**src/rtl/shift_sequencer.sv**
```systemverilog
// Multi-cycle shift/rotate unit: one bit position per clock, start launches an
// operation from IDLE, done pulses for one cycle when Rz holds the result.
module shift_sequencer #(
  parameter int WIDTH = 32,
  parameter int CNT_W = 5
) (
  input  logic             clock,
  input  logic             clear,
  input  logic             start,
  input  logic [2:0]       op,
  input  logic [WIDTH-1:0] Ra,
  input  logic [WIDTH-1:0] count,
  output logic             busy,
  output logic             done,
  output logic [WIDTH-1:0] Rz,
  output logic [1:0]       fsm_state
);

  localparam logic [2:0] OP_SHL  = 3'b000;
  localparam logic [2:0] OP_SHR  = 3'b001;
  localparam logic [2:0] OP_SHRA = 3'b010;
  localparam logic [2:0] OP_ROL  = 3'b011;
  localparam logic [2:0] OP_ROR  = 3'b100;

  typedef enum logic [1:0] {
    S_IDLE  = 2'd0,
    S_SHIFT = 2'd1,
    S_DONE  = 2'd2
  } state_t;

  state_t           state;
  logic [WIDTH-1:0] acc;
  logic [CNT_W-1:0] rem;
  logic [2:0]       op_q;
  logic [WIDTH-1:0] acc_next;
  logic [CNT_W-1:0] amount;
  logic             unused_count_high;

  // Only the low CNT_W bits of count matter: the amount is taken modulo WIDTH.
  assign amount            = count[CNT_W-1:0];
  assign unused_count_high = ^count[WIDTH-1:CNT_W];

  function automatic logic [WIDTH-1:0] step(input logic [2:0] o, input logic [WIDTH-1:0] a);
    case (o)
      OP_SHL:  return {a[WIDTH-2:0], 1'b0};
      OP_SHR:  return {1'b0, a[WIDTH-1:1]};
      OP_SHRA: return {a[WIDTH-1], a[WIDTH-1:1]};
      OP_ROL:  return {a[WIDTH-2:0], a[WIDTH-1]};
      OP_ROR:  return {a[0], a[WIDTH-1:1]};
      default: return a;
    endcase
  endfunction

  always_comb begin
    acc_next = step(op_q, acc);
  end

  // Handshake: start is sampled only in IDLE (no queueing); busy covers every
  // non-IDLE cycle and done is a one-cycle pulse during which Rz is valid.
  always_ff @(posedge clock or negedge clear) begin
    if (!clear) begin
      state <= S_IDLE;
      acc   <= '0;
      rem   <= '0;
      op_q  <= '0;
      Rz    <= '0;
    end else begin
      case (state)
        S_IDLE: begin
          if (start) begin
            acc  <= Ra;
            rem  <= amount;
            op_q <= op;
            if ((amount == '0) || (op > OP_ROR)) begin
              Rz    <= Ra;
              state <= S_DONE;
            end else begin
              state <= S_SHIFT;
            end
          end
        end
        S_SHIFT: begin
          acc <= acc_next;
          rem <= rem - CNT_W'(1);
          if (rem == CNT_W'(1)) begin
            Rz    <= acc_next;
            state <= S_DONE;
          end
        end
        S_DONE: begin
          state <= S_IDLE;
        end
        default: begin
          state <= S_IDLE;
        end
      endcase
    end
  end

  assign busy      = (state != S_IDLE);
  assign done      = (state == S_DONE);
  assign fsm_state = state;

endmodule
```
**config.mk**
```make
export PLATFORM = sky130hd
export DESIGN_NAME = shift_sequencer
export DESIGN_NICKNAME = d
export VERILOG_FILES = /design/src/rtl/shift_sequencer.sv
export SDC_FILE = /design/constraint.sdc
export NUM_CORES = 1
export LEC_CHECK = 0
export ABC_AREA = 1
export CAP_MARGIN = 5
export CORE_MARGIN = 2
export CORE_UTILIZATION = 55
export CTS_BUF_LIST = sky130_fd_sc_hd__clkbuf_8
export CTS_CLUSTER_DIAMETER = 200
export DETAILED_ROUTE_END_ITERATION = 12
export PLACE_DENSITY = 0.87
export RECOVER_POWER = 50
export SLEW_MARGIN = 15
export SYNTH_ARGS = -nofsm -noshare
export SYNTH_HDL_FRONTEND = slang
export SYNTH_SLANG_ARGS = --single-unit
export TNS_END_PERCENT = 30
```
**constraint.sdc**
```tcl
create_clock -name clock -period 3.2 [get_ports clock]
set_input_delay 0.8 -clock clock [delete_from_list [all_inputs] [get_ports clock]]
set_output_delay 0.8 -clock clock [all_outputs]
set_load 0.01 [all_outputs]
```
# [Yosys cells after proc, flatten, opt, wreduce, memory -nomap -nowiden]
# Index checks and enable logic that the tools add are counted.
[word_totals] output_inout_bits=36 reg_bits=74
[op_classes] order_cmp=1 muxes=13 eq_ne=10 reduce_logical=10 add_sub_neg=1
[ops] cell="$pmux 32 s5" count=1
[ops] cell="$mux 32" count=4
[ops] cell="$pmux 32 s2" count=2
[ops] cell="$pmux 5 s2" count=1
[ops] cell="$eq 3x2->1 const B" count=2
[ops] cell="$mux 2" count=3
[ops] cell="$ne 2x2->1 const B" count=3
[ops] cell="$reduce_and 2->1" count=3
[ops] cell="$eq 5x1->1 const B" count=1
[ops] cell="$logic_not 5->1" count=1
[ops] cell="$mux 5" count=1
[ops] cell="$sub 5x1->5 const B" count=1
[ops] cell="$pmux 2 s2" count=1
[ops] cell="$reduce_and 4->1" count=1
[ops] cell="$reduce_bool 2->1" count=2
[ops] cell="$eq 3x1->1 const B" count=1
[ops] cell="$eq 3x3->1 const B" count=1
[ops] cell="$gt 3x3->1 const B" count=1
[ops] cell="$logic_not 3->1" count=1
[ops] cell="$eq 2x1->1 const B" count=1
[ops] cell="$eq 2x2->1 const B" count=1
[ops] cell="$logic_not 2->1" count=1
[ops] cell="$logic_or 1x1->1" count=1

# [Depth between registers and ports, before layout]
# Gate-level depths: netlist of the first run.
[depth] ltp_word=5 depth_mapped=11 mapped_depth_nobuf=10

# [Worst setup path before layout of the first run]
# No wires, ideal clock.
[synth_timing] path_type="input to register" start="input op[0]" end="register Rz[15]" t_arrival_ns=1.689 required_ns=3.135 path_slack_ns=1.446 path_stages=8 setup_time_ns=0.065 n_path_buf=1 cell_sequence="o21ai_1 -> nand2_1 -> nor2_1 -> nor2_8 -> inv_4 -> buf_2 -> nand2_1 -> nand2_1"
[synth_via] elab_chain_len=4
[synth_lines] item="start, declared" line="10" rtl="input logic [2:0] op,"
[synth_lines] item="$gt 3x3->1" line="74" rtl="if ((amount == '0) || (op > OP_ROR)) begin"
[synth_lines] item="$logic_or 1x1->1" line="74"
[synth_lines] item="$ne 2x2->1 (no source line)"
[synth_lines] item="$reduce_and 4->1 (no source line)"
[synth_lines] item="end signal, assigned" line="75" rtl="Rz <= Ra;"
[synth_lines] item="end signal, assigned" line="86" rtl="Rz <= acc_next;"
[synth_lines] item="end, declared" line="15" rtl="output logic [WIDTH-1:0] Rz,"
# Every way passes these cells.
# A chain may end at the register's enable or synchronous reset.

# [Worst setup path after layout of the first run]
[layout_timing] start="input start" end="register acc[11]"
[layout_via] elab_chain_len=2
[layout_lines] item="start, declared" line="9" rtl="input logic start,"
[layout_lines] item="$ne 2x2->1 (no source line)"
[layout_lines] item="$reduce_and 2->1 (no source line)"
[layout_lines] item="end signal, assigned" line="71" rtl="acc <= Ra;"
[layout_lines] item="end signal, assigned" line="83" rtl="acc <= acc_next;"
[layout_lines] item="end, declared" line="32" rtl="logic [WIDTH-1:0] acc;"
# Every way passes these cells.

==> results.md, run 1 <==
* Register bit count reported by yosys at 74
* Cell class contributing the biggest share of worst-path delay: buffers and inverters
* Die outline height at 93.9 um
* Std cell rows at 32
* Most used cell, CP: sky130_fd_sc_hd__nand2_1
* Synthesis-to-finish area growth at 22.1%
* Clock network power share at 16.4%
* Critical hold path startpoint: Rz[5]
* Unrepaired setup endpoints after global routing: false
* Gate Count Post-Synth at 658
* Via count of the first global-routing pass at 4034
* Outcome: finished, violations left
* Overall die area at 8820 sq um
* Post-route non-filler standard cell count at 828
* Number of antenna violations at the first check in global routing at 0
* Routability-driven placement congestion ratio at 0.843
* Antenna fix cells at 0
* Slew at the pin closest to its max-slew limit at 1810 ps
* Chain of cells forming the critical path: dlygate4sd3_1 -> nand2_1 -> nand2_1 -> clkbuf_2 -> inv_1 -> buf_4 -> nand2_1 -> nand2_1
* Number of nets produced by synthesis at 730
* Placeable core region at 7770 sq um
* Top-Level Pins at 106
* Failing checks: capacitance limit, slew limit
* Final critical-path share of the clock period at 83.5%
* Simple-gate area share of the yosys netlist at 42.9%
* Initial cell density of the core at 57.3%
* Sequential cell area at 1850 sq um
* Critical path fanouts, max at 40
* Average wire length per cell after detail routing at 13.0 um
* Commonest non-fill, non-tap cells in the layout: sky130_fd_sc_hd__nand2_1, sky130_fd_sc_hd__dfrtp_1, sky130_fd_sc_hd__inv_1
* Post-synthesis async set-or-reset flop share at 100%
* Grt ovf at 0
* Leading cell type in the layout, fill and taps excluded: sky130_fd_sc_hd__nand2_1
* Setup crit start: start
* Mapped Area at 4450 sq um
* Post-CTS setup buffer count at 0
* Pwr/cell area at 1130 nW/um^2
* Count of flip-flops with a built-in enable after synthesis at 0
* Cell count after placement at 812
* Number of synthesis warnings at 0
* Fraction of layout instances using a drive strength above 1 at 8.40%
* Critical Path Source Type: input port
* Critical path buffers and inverters at 4
* WP data arrival at 2900 ps
* Reported max-cap violation count at 1
* Post-CTS resize count at 0
* Cell at the root of the clock tree: sky130_fd_sc_hd__clkbuf_8
* Share of the synthesized netlist area taken by xor and xnor gates at 0.394%
* Worst path required time at 3420 ps
* Total number of clock tree sinks at 74
* Mapped Avg Cell Area at 6.76 sq um
* Filler cells at 651
* Via count normalized by instance count at 5.07
* Remaining antenna violation count at 0
* Total number of vias at 4202
* Portion of total power attributed to combinational logic at 56.4%
* Peak clock frequency supported by timing at 374 MHz
* Total power at 6.17 mW
* TritonCTS buffer count at 9
* Startpoint of the lowest-slack register-to-register path: fsm_state[0]
* Number of nets in the layout at 793
* Count of endpoints failing hold in the final timing report at 0
* Setup CP Type: in2reg
* Number of hold buffers added after cts at 0
* Sequential-to-total area share from yosys stat at 41.6%
* Slew Viols, Final at 75
* Count of different cell masters after synthesis at 26
* First-pass GRT wire length at 18100 um
* Adder-Cell Fraction of Synth Area at 0.562%
* TritonCTS clock tree: done
* Post-Route Setup TNS at 0 ps
* Peak ir drop on the vdd network at 701 uV
* Synthesized-area fraction occupied by ao, oa, aoi and oai cells at 2.59%
* Insertion delay to the later sink of the worst-skew pair at 350 ps
* Worst clock skew at 10.4 ps
* Number of buffers on the longest clock path at 2
* I/O Buffers at 78
* DRC violation total after the first TritonRoute iteration at 261
* Remaining routing DRC violations at 0
* Combined area of the multi-input logic cells at 2070 sq um
* Proportion of synthesized area in mux cells at 0%
* Classification of the worst-slack hold path: reg2reg
* Worst max-slew margin expressed relative to the limit at -20.4%
* Largest net degree at the start of global routing at 75
* CP max-delay cell: sky130_fd_sc_hd__clkbuf_2
* # setup viols final at 0
* Leakage power summed over all cells at 3.08 nW
* Clock slew at reported path FFs at 80 ps
* DRT Wirelength at 10700 um
* Critical Path Max Stage Delay at 700 ps
* Largest family of logic cells by synthesized area: simple AND/OR/NAND/NOR gates
* Psw at 2.86 mW
* Switching share of total power at 46.5%
* Initial DRT Pass Iterations at 5
* Cell-internal power at 3.30 mW
* Total global-route track usage at 26.1%
* Width of the die at 93.9 um
* Leading register cell type out of synthesis: sky130_fd_sc_hd__dfrtp_1
* Post-DP HPWL at 6580 um
* Sequential share of power at 27.2%
* Final critical delay including setup and external delays at 2670 ps
* Element type at the critical path end: register
* H-Tree Level Count at 3
layer usage:
layer | GRT usage, % | routed length [um] | share of wire, % | vias to the layer above
met5 | 0 | 0 | 0 | -
li1 | - | - | - | 2086
met3 | 4.49 | 587 | 5.5 | 34
met1 | 33.6 | 4530 | 42 | 1932
met4 | 10.7 | 262 | 2.4 | 0
met2 | 43.6 | 5360 | 50 | 150
worst min-delay path: stages (launching register included):
cell                      delay [ps]
sky130_fd_sc_hd__dfrtp_1         340
sky130_fd_sc_hd__nand2_1          50
sky130_fd_sc_hd__nand2_1          60
registers in the layout, summed over array words and instances (netlist names):
name and cells:
fsm_state 2, rem 5, op_q 3, acc 32
Rz 32
cells by family (layout without fill, tap and decap cells):
kind of cell,after synthesis,in the layout
xor gates and xnor gates,2,2
DFF,74,74
adders and majority gates,2,2
and+or+nand+nor,449,449
buffers and inverters,109,177
AOI/OAI and AO/OA,22,22
cells in the mapped netlist, types with 3 or more instances:
library cell / n / share of area (%)
sky130_fd_sc_hd__buf_4: 4 / 0.67
sky130_fd_sc_hd__nand3_2: 11 / 2.5
sky130_fd_sc_hd__buf_6: 12 / 3.0
sky130_fd_sc_hd__a21oi_1: 4 / 0.45
sky130_fd_sc_hd__o21ai_0: 14 / 1.6
sky130_fd_sc_hd__nand2_2: 14 / 2.0
sky130_fd_sc_hd__inv_2: 8 / 0.67
sky130_fd_sc_hd__nor2_8: 3 / 1.3
sky130_fd_sc_hd__nor2_1: 9 / 0.76
sky130_fd_sc_hd__nand4_1: 3 / 0.42
sky130_fd_sc_hd__buf_2: 10 / 1.1
sky130_fd_sc_hd__clkbuf_1: 3 / 0.25
sky130_fd_sc_hd__nand3_1: 29 / 3.3
sky130_fd_sc_hd__nand2_1: 375 / 32
sky130_fd_sc_hd__dfrtp_1: 74 / 42
sky130_fd_sc_hd__inv_1: 70 / 5.9
power by group through the flow:
stage,clock network [mW],logic (mW),registers (mW)
after global routing,1.06,3.94,1.73
after floorplan,0,2.55,1.73
after detailed placement,0,3.42,1.68
after CTS,1.02,3.51,1.68
after global placement,0,3.33,1.66
final,1.01,3.48,1.67
cell type report:
cell class                 count  share of cell area, %
clock inverter                 4                   2.21
multi-input combinational    475                   38.0
sequential                    74                   34.1
timing repair buffer          82                   14.8
clock buffer                  12                   3.04
tap                          102                   2.35
inverter                      79                   5.50
final timing paths:
| check | endpoint | slack (ps) | depth (start not counted) |
|---|---|---|---|
| setup / recovery | acc[11] | 530 | 8 |
| hold / removal | Rz[5] | 470 | 2 |
| setup reg to reg | acc[11] | 580 | 10 |
| hold reg to reg | Rz[5] | 470 | 2 |
| max in group asynchronous | Rz[26] | 1200 | 1 |
| min in group asynchronous | rem[4] | 940 | 1 |
per-stage QoR:
| stage | hold slack [ps] | worst slack, ps | utilization (%) | area [sq um] |
|---|---|---|---|---|
| finish | 475 | 529 | 69.9 | 5430 |
| global placement | 460 | 610 | 66.4 | 5150 |
| detailed placement | 464 | 553 | 66.4 | 5150 |
| floorplan | 449 | 1450 | - | 4450 |
| global route | 490 | 409 | 69.9 | 5430 |
| CTS | 484 | 900 | 70.0 | 5440 |
No activity file was read; power rests on OpenSTA's default activity.
==> inputs of run 2 (changes only) <==
Settings changed: CORE_UTILIZATION 55 to 47, PLACE_DENSITY 0.87 to 0.79.
Clock period 3.2 ns to 2.3 ns, I/O delays scaled along.
==> run 2 against run 1 <==
The run now ends clean. Global-route usage shrank 4.4 points. Clock power about the same. Sequential power rose by 38%. Wire length decreased by 4.9%. Worst setup slack worse by 330 ps. Non-clock buffer count is 5 higher. Largest cell class unchanged. First-iteration DRC count fell by 15%. Clock-buffer cell count is 2 lower. Clock skew is essentially flat.
==> results.md, run 2 (same netlist as run 1, synthesis figures left out) <==
* Outcome: finished clean
* Slew at the pin closest to its max-slew limit at 1200 ps (-610 ps)
* First-pass GRT wire length at 17900 um (-1.5%)
* Number of hold buffers added after cts at 0 (unchanged)
* Leading cell type in the layout, fill and taps excluded: sky130_fd_sc_hd__nand2_1
* Total global-route track usage at 21.6% (-4.4 points)
* Post-Route Setup TNS at 0 ps (unchanged)
* Total number of clock tree sinks at 74 (unchanged)
* Final critical-path share of the clock period at 91.5%
* Initial DRT Pass Iterations at 5 (unchanged)
* Psw at 3.87 mW (+35%)
* # setup viols final at 0 (unchanged)
* Commonest non-fill, non-tap cells in the layout: sky130_fd_sc_hd__nand2_1, sky130_fd_sc_hd__clkdlybuf4s50_1, sky130_fd_sc_hd__dfrtp_1, sky130_fd_sc_hd__inv_1, sky130_fd_sc_hd__nand3_1
* Pwr/cell area at 1510 nW/um^2 (+33%)
* Reported max-cap violation count at 0 (-1)
* Number of antenna violations at the first check in global routing at 0 (unchanged)
* Critical Path Source Type: register
* Peak clock frequency supported by timing at 475 MHz
* Remaining antenna violation count at 0 (unchanged)
* Via count normalized by instance count at 4.85 (-4.5%)
* I/O Buffers at 78 (unchanged)
* Peak ir drop on the vdd network at 576 uV (-18%)
* Post-DP HPWL at 6940 um (+5.6%)
* Placeable core region at 9200 sq um (+18%)
* Routability-driven placement congestion ratio at 0.805 (-4.5%)
* Final critical delay including setup and external delays at 2100 ps
* Slew Viols, Final at 0 (-100%)
* Portion of total power attributed to combinational logic at 59.0% (+2.6 points)
* Setup CP Type: reg2out
* Path depth of the worst reg2reg path at 6 (-4)
* Std cell rows at 35 (+9.4%)
* Sum of met3 wire segment lengths after detailed routing at 515 um (-12%)
* Worst max-slew margin expressed relative to the limit at 20.2% (+41 points)
* Clock network power share at 12.5% (-3.9 points)
* Final hold slack at 453 ps (-21.5 ps)
* Clock slew at reported path FFs at 80 ps (about the same)
* Critical path fanouts, max at 5 (-88%)
* Worst clock skew at 10.8 ps (+0.363 ps)
* Sequential share of power at 28.5% (+1.3 points)
* Remaining routing DRC violations at 0 (unchanged)
* Insertion delay to the later sink of the worst-skew pair at 350 ps (about the same)
* Fraction of layout instances using a drive strength above 1 at 8.62% (+0.22 points)
* Width of the die at 101 um (+7.8%)
* Worst path required time at 1730 ps (-1690 ps)
* Cell area reported after detailed placement at 5220 sq um (+1.2%)
* Leakage power summed over all cells at 3.05 nW (-0.94%)
* Classification of the worst-slack hold path: in2async
* Cell at the root of the clock tree: sky130_fd_sc_hd__clkbuf_8
* Count of endpoints failing hold in the final timing report at 0 (unchanged)
* Overall die area at 10300 sq um (+16%)
* Routed length on met2 at 4900 um (-8.4%)
* TritonCTS buffer count at 9 (unchanged)
* Highest metal layer with signal wires: met4
* Via count of the first global-routing pass at 3973 (-1.5%)
* Average wire length per cell after detail routing at 12.1 um (-6.4%)
* Die outline height at 101 um (+7.8%)
* Switching share of total power at 47.6% (+1.2 points)
* DRC violation total after the first TritonRoute iteration at 223 (-15%)
* Largest registers: Rz (32), acc (32), rem (5)
* Final design area excluding fillers at 5390 sq um (-0.88%)
* TritonCTS clock tree: done
* Cell-internal power at 4.26 mW (+29%)
* DRT Wirelength at 10200 um (-4.9%)
* Element type at the critical path end: primary output
* Unrepaired setup endpoints after global routing: false
* H-Tree Level Count at 3 (unchanged)
* Initial cell density of the core at 48.4% (-8.9 points)
* Grt ovf at 0 (unchanged)
* Number of buffers on the longest clock path at 2 (unchanged)
* Synthesis-to-finish area growth at 21.0%
* Top-Level Pins at 106 (unchanged)
* Number of nets in the layout at 798 (+0.63%)
* Post-CTS setup buffer count at 0 (unchanged)
* Largest net degree at the start of global routing at 48 (-36%)
* Antenna fix cells at 0 (unchanged)
* Post-CTS resize count at 0 (unchanged)
* Met1 layer wirelength in the final routing at 4690 um (+3.6%)
* Total number of vias at 4082 (-2.9%)
* WP data arrival at 1530 ps (-1370 ps)
-- run 2: cell type report --
| cell class | count | area [sq um] |
|---|---|---|
| well taps | 111 | 139 |
| flip-flops and latches | 74 | 1850 |
| repair buffers | 87 | 831 |
| multi-input cells | 475 | 2070 |
| clock buffers | 10 | 138 |
| inverters | 79 | 299 |
| fillers | 849 | 3810 |
| clock inverters | 6 | 58.8 |
-- run 2: through the flow --
stage | setup WS (ps) | cells | total power [mW] | utilization (%)
3_3_place_gp | 264 | 826 | 7.04 | 56.7
3_5_place_dp | 238 | 826 | 7.18 | 56.7
5_1_grt | 90.3 | 842 | 8.99 | 58.6
6_report | 196 | 842 | 8.13 | 58.6
2_1_floorplan | 771 | 658 | 5.96 | -
4_1_cts | 192 | 842 | 8.23 | 58.9
-- run 2: worst paths after layout --
check                          end          from  slack (ps)
min in group clock         acc[13]       acc[13]         480
hold / removal              Rz[27]         clear         450
setup reg to reg            rem[4]  fsm_state[0]         270
setup / recovery              busy  fsm_state[0]         200
hold reg to reg            acc[13]       acc[13]         480
max in group asynchronous   acc[1]         clear         510
-- run 2: power groups by stage --
stage / registers [mW] / logic, mW / clock network [mW]
6_report: 2.31 / 4.79 / 1.02
5_1_grt: 2.40 / 5.49 / 1.10
4_1_cts: 2.32 / 4.87 / 1.05
3_5_place_dp: 2.33 / 4.85 / 0
3_3_place_gp: 2.31 / 4.73 / 0
2_1_floorplan: 2.41 / 3.55 / 0
-- run 2: layer usage --
layer | vias up | track usage [%]
met5 | - | 0
met4 | 0 | 5.82
met3 | 8 | 3.66
met2 | 95 | 37.4
met1 | 1889 | 28.2
li1 | 2090 | -
-- run 2: critical path: stages, from the launching register on --
cell                              delay [ps]
sky130_fd_sc_hd__dfrtp_1                 410
sky130_fd_sc_hd__inv_1                   180
sky130_fd_sc_hd__nand2_1                  90
sky130_fd_sc_hd__clkdlybuf4s50_1         500
==> inputs of run 3 (changes only) <==
Settings changed: CORE_ASPECT_RATIO from default to 0.75.
==> run 3 against run 2 <==
The flow now finishes with violations (capacitance limit, slew limit). Sequential cell count stayed put. Maximum frequency rose by 1.5%. Clock-buffer cell count stayed put. Utilization increased by 0.61 points. Wire length increased by 1.6%. First-iteration DRC count is 13% higher. Critical endpoint unchanged. Largest power group unchanged. Highest routed layer unchanged.
==> results.md, run 3 (same netlist as run 1, synthesis figures left out) <==
* Outcome: finished, violations left
* Failing checks: capacitance limit, slew limit
* Util after Layout at 59.2% (+0.61 points)
* Final hold slack at 479 ps (+26.0 ps)
* Worst path required time at 1730 ps (about the same)
* Final critical delay including setup and external delays at 2070 ps (-31.1 ps)
* DRC violation total after the first TritonRoute iteration at 253 (+13%)
* Critical Path Source Type: register
* Via count of the first global-routing pass at 4105 (+3.3%)
* Sequential share of power at 28.8% (+0.3 points)
* Post-DP HPWL at 7220 um (+4.0%)
* Psw at 3.88 mW (+0.18%)
* Average wire length per cell after detail routing at 12.1 um (-0.54%)
* Leakage power summed over all cells at 3.05 nW (+0.14%)
* Remaining antenna violation count at 0 (unchanged)
* Classification of the worst-slack hold path: reg2reg
* Post-CTS setup buffer count at 0 (unchanged)
* Commonest non-fill, non-tap cells in the layout: sky130_fd_sc_hd__nand2_1, sky130_fd_sc_hd__inv_1, sky130_fd_sc_hd__dfrtp_1
* Worst clock skew at 6.38 ps (-4.43 ps)
* Number of antenna violations at the first check in global routing at 0 (unchanged)
* # setup viols final at 0 (unchanged)
* Largest registers: Rz (32), acc (32), rem (5)
* Total global-route track usage at 22.5% (+0.82 points)
* Unrepaired setup endpoints after global routing: false
* Peak ir drop on the vdd network at 1230 uV (+110%)
* Placeable core region at 9120 sq um (-0.82%)
* Remaining routing DRC violations at 0 (unchanged)
* Clock network power share at 11.0% (-1.5 points)
* Final design area excluding fillers at 5400 sq um (+0.21%)
* Slew Viols, Final at 29 (+29)
* Fraction of layout instances using a drive strength above 1 at 8.20% (-0.42 points)
* Switching share of total power at 48.3% (+0.70 points)
* Total number of clock tree sinks at 74 (unchanged)
* Count of endpoints failing hold in the final timing report at 0 (unchanged)
* Element type at the critical path end: primary output
* Number of buffers on the longest clock path at 2 (unchanged)
* Peak clock frequency supported by timing at 483 MHz (+1.5%)
* Via count normalized by instance count at 4.76 (-1.9%)
* Critical path fanouts, max at 5 (unchanged)
* Die outline height at 88.3 um (-13%)
* Largest net degree at the start of global routing at 47 (-2.1%)
* Post-route non-filler standard cell count at 860 (+2.1%)
* WP data arrival at 1500 ps (-30 ps)
* Routability-driven placement congestion ratio at 0.827 (+2.7%)
* DRT Wirelength at 10400 um (+1.6%)
* Grt ovf at 0 (unchanged)
* Setup CP Type: reg2out
* Number of hold buffers added after cts at 0 (unchanged)
* Slew at the pin closest to its max-slew limit at 1660 ps (+466 ps)
* Cell-internal power at 4.15 mW (-2.6%)
* Antenna fix cells at 0 (unchanged)
* Overall die area at 10300 sq um (about the same)
* Post-Route Setup TNS at 0 ps (unchanged)
* Final critical-path share of the clock period at 90.1% (-1.4 points)
* Initial cell density of the core at 48.8% (+0.40 points)
* Post-CTS resize count at 0 (unchanged)
* Top-Level Pins at 106 (unchanged)
* Cell at the root of the clock tree: sky130_fd_sc_hd__clkbuf_8
* Reported max-cap violation count at 1 (+1)
* Clock slew at reported path FFs at 70 ps (about the same)
* Initial DRT Pass Iterations at 5 (unchanged)
* Synthesis-to-finish area growth at 21.3%
* Width of the die at 116 um (+15%)
* Number of nets in the layout at 799 (+0.13%)
* TritonCTS buffer count at 9 (unchanged)
* Insertion delay to the later sink of the worst-skew pair at 360 ps (about the same)
* Worst max-slew margin expressed relative to the limit at -10.8% (-31 points)
* Leading cell type in the layout, fill and taps excluded: sky130_fd_sc_hd__nand2_1
* I/O Buffers at 78 (unchanged)
* First-pass GRT wire length at 18100 um (+1.4%)
* Cell area reported after detailed placement at 5250 sq um (+0.55%)
* Pwr/cell area at 1490 nW/um^2 (-1.5%)
* TritonCTS clock tree: done
* Cell count after placement at 844 (+2.2%)
* Portion of total power attributed to combinational logic at 60.2% (+1.2 points)
* Std cell rows at 30 (-14%)
* Total number of vias at 4091 (+0.22%)
* H-Tree Level Count at 3 (unchanged)
## run 3: cell count changes in the layout (fill, tap and decap cells not counted)
cell / previous run / this run
sky130_fd_sc_hd__clkinv_4: 1 / 0
sky130_fd_sc_hd__inv_1: 74 / 76
sky130_fd_sc_hd__dlygate4sd3_1: 1 / 4
sky130_fd_sc_hd__clkbuf_2: 6 / 3
sky130_fd_sc_hd__clkdlybuf4s50_1: 76 / 73
sky130_fd_sc_hd__bufinv_16: 1 / 0
sky130_fd_sc_hd__nand2_1: 375 / 376
sky130_fd_sc_hd__buf_12: 0 / 1
sky130_fd_sc_hd__clkbuf_1: 0 / 1
sky130_fd_sc_hd__buf_4: 4 / 6
sky130_fd_sc_hd__nand2_2: 14 / 13
## run 3: final cells by class
type                       instances  area [sq um]
sequential                        74          1850
inverter                          79           299
multi-input combinational        475          2070
clock inverter                     6          27.5
clock buffer                      10           138
timing repair buffer              88           855
fill                             871          3720
tap                              128           160
## run 3: routing by layer
| layer | track usage, % | share of wire (%) | routed length [um] | up-vias |
|---|---|---|---|---|
| li1 | - | - | - | 2102 |
| met3 | 5.96 | 5.6 | 585 | 15 |
| met1 | 29.4 | 47 | 4900 | 1869 |
| met5 | 0 | 0 | 0 | - |
| met4 | 6.71 | 1.4 | 146 | 0 |
| met2 | 36.9 | 46 | 4740 | 105 |
## run 3: worst paths after layout
| path | depth (start not counted) | to | slack (ps) | startpoint |
|---|---|---|---|---|
| max in group asynchronous | 2 | Rz[6] | 700 | clear |
| setup / recovery | 3 | busy | 230 | fsm_state[0] |
| setup reg to reg | 8 | rem[2] | 320 | fsm_state[0] |
| hold reg to reg | 2 | acc[8] | 480 | acc[8] |
| min in group asynchronous | 1 | Rz[26] | 630 | clear |
| hold / removal | 2 | acc[8] | 480 | acc[8] |
## run 3: worst max-delay path, stage by stage (launching register included)
cell                              delay (ps)
sky130_fd_sc_hd__dfrtp_1                 400
sky130_fd_sc_hd__inv_1                   180
sky130_fd_sc_hd__nand2_1                  80
sky130_fd_sc_hd__clkdlybuf4s50_1         480
## run 3: per-stage QoR
step / total power [mW] / worst slack, ps
after floorplan: 5.96 / 771
after global placement: 7.04 / 277
after detailed placement: 7.21 / 252
after CTS: 8.12 / 215
after global routing: 8.91 / 105
final: 8.02 / 227
## run 3: power groups by stage
stage	sequential [mW]	clock [mW]	combinational, mW
floorplan	2.41	0	3.55
global placement	2.31	0	4.72
detailed placement	2.33	0	4.87
CTS	2.32	0.909	4.90
global route	2.39	0.964	5.55
finish	2.31	0.882	4.83
